`src/rtl/rand_history_viewer_pkg.sv`:
```
// Shared constants and state encoding for the random-number generator and its history viewer.
package rand_pkg;

    localparam int DATA_W = 4;
    localparam int DEPTH  = 16;
    localparam int IDX_W  = 4;
    localparam int CNT_W  = IDX_W + 1;

    typedef enum logic [1:0] {
        S_EMPTY,
        S_LIVE,
        S_BROWSE
    } state_e;

endpackage

```
`src/rtl/rand_history_viewer_key_edge_detect.sv`:
```
// Rising-edge detector for a debounced key level; o_rise is high in the cycle the level first goes high.
module key_edge_detect (
    input  logic i_clk,
    input  logic i_rst_n,
    input  logic i_level,
    output logic o_rise
);

    logic level_q;

    always_ff @(posedge i_clk or negedge i_rst_n) begin
        if (!i_rst_n) begin
            level_q <= 1'b0;
        end else begin
            level_q <= i_level;
        end
    end

    assign o_rise = i_level & ~level_q;

endmodule

```
`src/rtl/rand_history_viewer.sv`:
```
// Circular history of settled random values with prev/next browsing for the seven-segment display path.
module rand_history_viewer
    import rand_pkg::*;
(
    input  logic              i_clk,
    input  logic              i_rst_n,
    input  logic              i_valid,
    input  logic [DATA_W-1:0] i_data,
    input  logic              i_prev,
    input  logic              i_next,
    output logic [DATA_W-1:0] o_view_data,
    output logic [IDX_W-1:0]  o_view_idx,
    output logic [CNT_W-1:0]  o_count,
    output logic              o_browsing
);

    localparam logic [CNT_W-1:0] CNT_FULL = CNT_W'(DEPTH);

    state_e             state_q, state_d;
    logic [IDX_W-1:0]   wr_ptr_q, wr_ptr_d;
    logic [CNT_W-1:0]   count_q, count_d;
    logic [IDX_W-1:0]   view_idx_q, view_idx_d;
    logic [DATA_W-1:0]  mem_q [DEPTH];

    logic               prev_rise, next_rise;
    logic               prev_evt, next_evt;
    logic [IDX_W-1:0]   rd_addr;

    key_edge_detect u_prev_edge (
        .i_clk   (i_clk),
        .i_rst_n (i_rst_n),
        .i_level (i_prev),
        .o_rise  (prev_rise)
    );

    key_edge_detect u_next_edge (
        .i_clk   (i_clk),
        .i_rst_n (i_rst_n),
        .i_level (i_next),
        .o_rise  (next_rise)
    );

    // Simultaneous presses are ambiguous, so both are discarded.
    assign prev_evt = prev_rise & ~next_rise;
    assign next_evt = next_rise & ~prev_rise;

    always_comb begin
        state_d    = state_q;
        wr_ptr_d   = wr_ptr_q;
        count_d    = count_q;
        view_idx_d = view_idx_q;

        if (i_valid) begin
            wr_ptr_d   = wr_ptr_q + IDX_W'(1);
            count_d    = (count_q == CNT_FULL) ? count_q : count_q + CNT_W'(1);
            view_idx_d = '0;
            state_d    = S_LIVE;
        end else begin
            case (state_q)
                S_LIVE: begin
                    if (prev_evt && count_q >= CNT_W'(2)) begin
                        view_idx_d = IDX_W'(1);
                        state_d    = S_BROWSE;
                    end
                end
                S_BROWSE: begin
                    // Older steps stop at the oldest stored entry (age count-1).
                    if (prev_evt) begin
                        if (({1'b0, view_idx_q} + CNT_W'(1)) < count_q) begin
                            view_idx_d = view_idx_q + IDX_W'(1);
                        end
                    end else if (next_evt) begin
                        view_idx_d = view_idx_q - IDX_W'(1);
                        if (view_idx_q == IDX_W'(1)) begin
                            state_d = S_LIVE;
                        end
                    end
                end
                default: begin
                    state_d = state_q;
                end
            endcase
        end
    end

    always_ff @(posedge i_clk or negedge i_rst_n) begin
        if (!i_rst_n) begin
            state_q    <= S_EMPTY;
            wr_ptr_q   <= '0;
            count_q    <= '0;
            view_idx_q <= '0;
            for (int i = 0; i < DEPTH; i++) begin
                mem_q[i] <= '0;
            end
        end else begin
            state_q    <= state_d;
            wr_ptr_q   <= wr_ptr_d;
            count_q    <= count_d;
            view_idx_q <= view_idx_d;
            if (i_valid) begin
                mem_q[wr_ptr_q] <= i_data;
            end
        end
    end

    // Newest entry sits just behind the write pointer; the subtraction wraps naturally.
    assign rd_addr     = wr_ptr_q - IDX_W'(1) - view_idx_q;
    assign o_view_data = (state_q == S_EMPTY) ? '0 : mem_q[rd_addr];
    assign o_view_idx  = view_idx_q;
    assign o_count     = count_q;
    assign o_browsing  = (state_q == S_BROWSE);

endmodule

```
`config.mk`:
```
export PLATFORM = sky130hd
export DESIGN_NAME = rand_history_viewer
export DESIGN_NICKNAME = d
export VERILOG_FILES = /design/src/rtl/rand_history_viewer_pkg.sv /design/src/rtl/rand_history_viewer_key_edge_detect.sv /design/src/rtl/rand_history_viewer.sv
export SDC_FILE = /design/constraint.sdc
export NUM_CORES = 1
export LEC_CHECK = 0
export CORE_UTILIZATION = 45
export DETAILED_ROUTE_END_ITERATION = 8
export MAX_ROUTING_LAYER = met4
export PLACE_DENSITY = 0.74
export SLEW_MARGIN = 20
export SYNTH_ARGS = -nofsm -noshare
export SYNTH_HDL_FRONTEND = slang
export SYNTH_HIERARCHICAL = 1
export SYNTH_SLANG_ARGS = --single-unit
```
`constraint.sdc`:
```
create_clock -name i_clk -period 5.78 [get_ports i_clk]
set_clock_uncertainty 0.05 [all_clocks]
set_input_delay 0.578 -clock i_clk [delete_from_list [all_inputs] [get_ports i_clk]]
set_output_delay 0.578 -clock i_clk [all_outputs]
set_load 0.02 [all_outputs]
```
**Word level (Yosys, flattened, before mapping)**

Index checks and enable logic that the tools add are counted.

- Reduce and logical (&&, ||, !) cells: 7
- Order comparisons: 5
- Add/subtract/negate cells: 7
- Equal/unequal tests: 10
- Bitwise logic cells: 11
- Multiplexer cells: 19

Operators by type and width:

| kind | count |
|---|---|
| bitwise mux 64 bit | 1 |
| 2-to-1 mux 4 bit | 9 |
| binary-select mux 4 bit (select 4 bit) | 1 |
| demux 4 bit (select 4 bit) | 1 |
| greater-or-equal comparator 5 bit, second input constant | 2 |
| 2-to-1 mux 2 bit | 5 |
| NOT 4 -> 5 bit | 2 |
| adder 4 x 1 -> 4 bit, second input constant | 2 |
| case mux 4 bit (2 select lines) | 1 |
| subtractor 4 x 1 -> 4 bit, second input constant | 2 |
| inequality test 3 x 2 -> 1 bit, second input constant | 2 |
| inequality test 3 bit, second input constant | 2 |
| adder 4 x 1 -> 5 bit, second input constant | 1 |
| adder 5 x 1 -> 5 bit, second input constant | 1 |
| == test 5 bit, second input constant | 1 |
| greater-or-equal comparator 5 x 2 -> 1 bit, second input constant | 1 |
| < comparator 5 x 1 -> 1 bit, second input constant | 1 |
| < comparator 5 bit | 1 |
| NOT 1 bit | 5 |
| AND reduction 5 bit | 1 |
| bitwise AND 1 bit | 4 |
| == test 4 x 1 -> 1 bit, second input constant | 1 |
| inequality test 4 x 2 -> 1 bit, second input constant | 1 |
| inequality test 4 x 3 -> 1 bit, second input constant | 1 |
| 9 further kinds | 10 |

- Register bits: 81
- Bits of input ports: 9
- Output and inout port bits: 14
- Word-level logic and storage cells: 81

**Depth between registers and ports, before layout**

- Depth after elaboration: 8
- Depth in mapped cells: 9
- Depth with buffers taken out: 8

**Hierarchy**

The synthesis kept the hierarchy.

By module, submodules not included:

| module | seq. area each (um2) | area an instance (um2) | times used | cells an instance |
|---|---|---|---|---|
| rand_history_viewer | 1976.9 | 4192.8 | 1 | 311 |
| key_edge_detect | 25.0 | 38.8 | 2 | 2 |

**Worst setup path before layout**

No wires, ideal clock.

- Path type: register to output
- Start: reg view_idx_q[0], in the netlist o_view_idx[0]
- End: out o_view_data[0]
- Arrival time: 2.325 ns
- Stages on the path, launching flop included: 9
- Setup slack: 2.827 ns
- Path buffers: 2
- Data required time: 5.152 ns
- Cells stage by stage: dfrtp_1 -> inv_1 -> ha_1 -> fa_1 -> buf_2 -> buf_2 -> mux4_2 -> mux2i_1 -> o22ai_1

- Cells in the longest elaborated chain, start to end: 6

Ends and longest elaborated chain:

| item | RTL line | source |
|---|---|---|
| start: declaration | rand_history_viewer.sv:22 | `logic [IDX_W-1:0] view_idx_q, view_idx_d;` |
| start signal: assignment | rand_history_viewer.sv:99 | `view_idx_q <= view_idx_d;` |
| subtractor 4 bit | rand_history_viewer.sv:107 | `assign rd_addr = wr_ptr_q - IDX_W'(1) - view_idx_q;` |
| NOT 4 -> 5 bit (implied by the code) | rand_history_viewer.sv:108 | `assign o_view_data = (state_q == S_EMPTY) ? '0 : mem_q[rd_addr];` |
| binary-select mux 4 bit (select 4 bit) | rand_history_viewer.sv:108 |  |
| 2-to-1 mux 4 bit (implied by the code) (2 in series) | rand_history_viewer.sv:108 |  |
| 2-to-1 mux 4 bit | rand_history_viewer.sv:108 |  |
| end: declaration | rand_history_viewer.sv:11 | `output logic [DATA_W-1:0] o_view_data,` |

No other way between the ends. The select of a mux whose other input is x is not followed.

**Worst setup path after layout**

Ends and elaborated chain as after synthesis.

==> impl_summary.md <==
Synthesis
Of all flip-flops after synthesis, the portion carrying an async set or reset was 1.00. Summing every instance area after synthesis gives 4270 sq um. Counting flops with a built-in enable in the synthesized netlist gives 0.

The top cell type by total area after synthesis is dfrtp_1. The most used flip-flop cell after synthesis is dfrtp_1. During synthesis, Yosys emitted a total of 6 warnings.

The share of the Yosys chip area taken by registers is 0.475. The share of synthesized area in the top cell type comes to 0.475. The cell count after synthesis came out at 315. The number of distinct library cell variants in the gate-level netlist after synthesis is 46.

The post-synthesis net count is 344. The total of flip-flops plus latches after synthesis is 81. The synthesized area per cell is 13.6 sq um. Ranked by total cell area, the synthesized netlist is headed by dfrtp_1 47%, mux2_2 17%, mux4_1 6.2%, ha_1 5.6%, mux4_2 3.2%.

Cells and area
0 antenna diodes ended up in the layout. After routing the design area is 4780 sq um. The share of post-route cells with drive strength above 1 is 0.291. Measured on the finished design, the core utilization comes to 0.520. The layout net count is 364.

The finished layout holds 451 standard cells, fillers aside. From synthesis to final layout, the design area changed by 11.9%.

Drt
In this run the remaining antenna-violating nets after routing total 0. For this run, design rule violations remaining after detail routing come to 0. After detailed routing, the average wire length per cell comes to 18.6 microns.

The via total after detailed routing is 2617. The vias per cell is 5.80. The number of detailed-routing iterations run before antenna repair is 4. The total wire length after detailed routing is 8380 microns.

The number of DRC markers in iteration 0 is 94.

Clocking
For the worst-skew pair, the clock arrives at the later sink with an insertion delay of 0.36 ns. The clock slew at the register clock pins of the worst setup and hold paths is 0.09 ns. The count of H-tree levels built during CTS is 3. The post-CTS setup-driven buffer insertion count is 0. TritonCTS built the clock tree. The number of clock buffers added by TritonCTS is 9. The number of instances resized during post-cts repair is 0. The clock sink count is 81. The cell at the root of the clock tree is clkbuf_8. Buffers inserted to repair hold after CTS numbered 0. No sink is reached through more buffers than the 2 on the longest clock path.

Setup path
The depth of the worst register-to-register path is 8. The worst register-to-register path begins at o_view_idx[0]$_DFFE_PN0P_. The path type of the worst setup path is flop to output port. Data on the critical path arrives at its endpoint at 3.62 ns. The data required time of the critical path is 5.15 ns. The signal on the critical path passes through inv_1 > ha_1 > fa_1 > mux4_1 > mux2i_1 > o22ai_1 > clkdlybuf4s50_1. STA classifies the critical path endpoint as an output port. Across all register-to-register paths, the minimum setup slack is 3.37 ns.

The worst setup path is launched from a flop. The critical path's largest stage delay is 1.02 ns. The slowest cell on the critical path is fa_1. In this run the critical register-to-register path is captured at o_view_idx[2]$_DFFE_PN0P_. The top fanout value on the critical path is 16.

Floorplanning
The floorplan has 35 rows. The top-level port count is 23. The effective utilization at floorplan is 0.464.

Measured along the y axis, the die boundary spans 99.4 microns. The area inside the core boundary is 9200 sq um. The floorplan die area is 9880 sq um.

From left edge to right edge, the die measures 99.4 microns.

Placed design
Summed over all nets, the half-perimeter wirelength after detailed placement is 5890 microns. Buffers placed on the I/O ports in this run total 22. The instance area after placement is 4540 sq um.

At the end of routability-driven placement, the weighted congestion stood at 0.828. The number of placed instances with taps included is 435.

STA
At the pin with the least slew margin, the transition time is 0.923 ns. In this run the tightest slew margin relative to its limit is 0.385. The final clock period utilization by the worst path is 0.734. The number of failing hold endpoints at the final stage came to 0. The fmax is 236 MHz. The number of max-slew violations in the final report is 0. The total negative slack for setup checks is 0 ns. After layout, the minimum clock period comes to 4.24 ns.

Setup violations remaining at the end of the flow were counted as 0. Setup repair after global routing left no endpoint under its margin.

GRT
The first global-routing pass estimated 13900 microns of wire. The number of antenna violations at the first check in global routing is 0. The number of global-route vias before repair is 2628. The global router's overall resource usage is 0.193.

The maximum number of pins on one net before global-route repair is 82. Global routing finished with a remaining overflow of 0.

Flow run
The number of max-capacitance violations reported is 0.

Power and ir drop
For this design the static power due to leakage is 2.14 nW. The power density over the cells is 578 nW/um^2. Across the VDD grid, the largest voltage drop is 0.000222 V. Of the total power, combinational logic draws 0.469. Of the total power, the share spent switching nets is 0.360.

The switching power of the nets is 0.000993 W. Of the total power, registers draw 0.357. The share of total power dissipated in the clock network is 0.175. Internal power comes to 0.00177 W.

Run status
The flow ran to the end, and the final reports show no timing, DRC or antenna violations.

Hold path
The classification of the worst-slack hold path is input port to async pin.
-- worst max-delay path, delay by kind of cell (launching register included) --
kind	cells	cell delay [ns]
AOI/OAI and AO/OA	1	0.15
muxes	2	0.69
buffers and inverters	2	0.70
adders and majority gates	2	1.27
DFF	1	0.46
-- cell usage after synthesis, types with 2 or more instances --
cell / count
dfrtp_1: 81
mux2_2: 65
nand2_1: 22
ha_1: 19
inv_1: 15
mux4_1: 10
xnor2_1: 10
mux2i_1: 9
o21ai_0: 7
buf_2: 6
mux4_2: 6
nand4_1: 6
nor2_1: 6
a21oi_1: 4
and2_1: 4
clkbuf_1: 4
o22ai_1: 4
nand3_1: 3
nor3_1: 3
and3_1: 2
nor2b_4: 2
o21ai_2: 2
xor2_1: 2
-- logic make-up after synthesis --
family | synth area share
XOR/XNOR | 0.0284
multiplexers | 0.286
AO/OA/AOI/OAI | 0.0457
buffers and inverters | 0.0328
adder cells (fa/ha/maj) | 0.0604
AND/OR/NAND/NOR | 0.0724
flip-flops | 0.475
-- cell usage in the layout (no fill, tap or decap), types with 2 or more instances in the layout --
| cell type | count |
|---|---|
| dfrtp_1 | 81 |
| inv_6 | 2 |
| mux4_2 | 6 |
| nand3_1 | 3 |
| mux4_1 | 10 |
| ha_1 | 19 |
| bufinv_16 | 2 |
| mux2i_1 | 9 |
| inv_1 | 15 |
| xor2_1 | 2 |
| a21oi_1 | 4 |
| o21ai_2 | 2 |
| and2_1 | 4 |
| nand4_1 | 6 |
| clkbuf_8 | 9 |
| nor2_1 | 6 |
| o21ai_0 | 7 |
| nor2b_4 | 2 |
| o22ai_1 | 4 |
| nor3_1 | 3 |
| mux2_2 | 65 |
| and3_1 | 2 |
| nand2_1 | 22 |
| clkdlybuf4s50_1 | 21 |
| xnor2_1 | 10 |
| inv_8 | 2 |
-- worst max-delay path by stage --
stage	start	endpoint	slack, ns	depth (start not counted)
global placement	o_view_idx[0]$_DFFE_PN0P_	o_view_data[0]	2.03	7
global route	o_view_idx[0]$_DFFE_PN0P_	o_view_data[0]	1.36	7
finish	o_view_idx[0]$_DFFE_PN0P_	o_view_data[0]	1.54	7
detailed placement	o_view_idx[0]$_DFFE_PN0P_	o_view_data[0]	1.93	7
CTS	o_view_idx[0]$_DFFE_PN0P_	o_view_data[0]	1.52	7
floorplan	o_view_idx[0]$_DFFE_PN0P_	o_view_data[0]	2.83	8
-- layout make-up --
class,count,area [sq um]
Fill cell,811,4420
Multi-Input combinational cell,206,2100
Sequential cell,81,2030
Timing Repair Buffer,22,221
Tap cell,111,139
Clock buffer,9,124
Clock inverter,7,109
Inverter,15,56.3
-- sequential cells by signal, indices dropped and copies added (netlist names) --
| register | count |
|---|---|
| mem_q | 64 |
| o_count | 5 |
| o_view_idx | 4 |
| wr_ptr_q | 4 |
| state_q | 2 |
| u_next_edge/level_q | 1 |
| u_prev_edge/level_q | 1 |
-- through the flow --
step                hold slack (ns)  power (W)  setup WS, ns
finish                        0.179    0.00276          1.54
global placement              0.430    0.00225          2.03
detailed placement            0.435    0.00230          1.93
global route                  0.235    0.00293          1.36
floorplan                     0.232    0.00192          2.83
CTS                           0.375    0.00278          1.52
-- power groups by stage --
stage	logic (W)	registers, W	clock network, W
3_3_place_gp	0.00126	0.000982	0
2_1_floorplan	0.000974	0.000944	0
6_report	0.00129	0.000984	0.000482
3_5_place_dp	0.00130	0.000994	0
5_1_grt	0.00140	0.00102	0.000518
4_1_cts	0.00131	0.000983	0.000490
-- layer usage --
| layer | vias up | routed length (microns) | GRT usage |
|---|---|---|---|
| met5 | - | 0 | - |
| met4 | 0 | 129 | 0.0679 |
| met3 | 12 | 259 | 0.0281 |
| met2 | 63 | 4090 | 0.310 |
| met1 | 1353 | 3900 | 0.252 |
| li1 | 1189 | - | - |
Note: power is estimated with default switching activity, not from simulation.
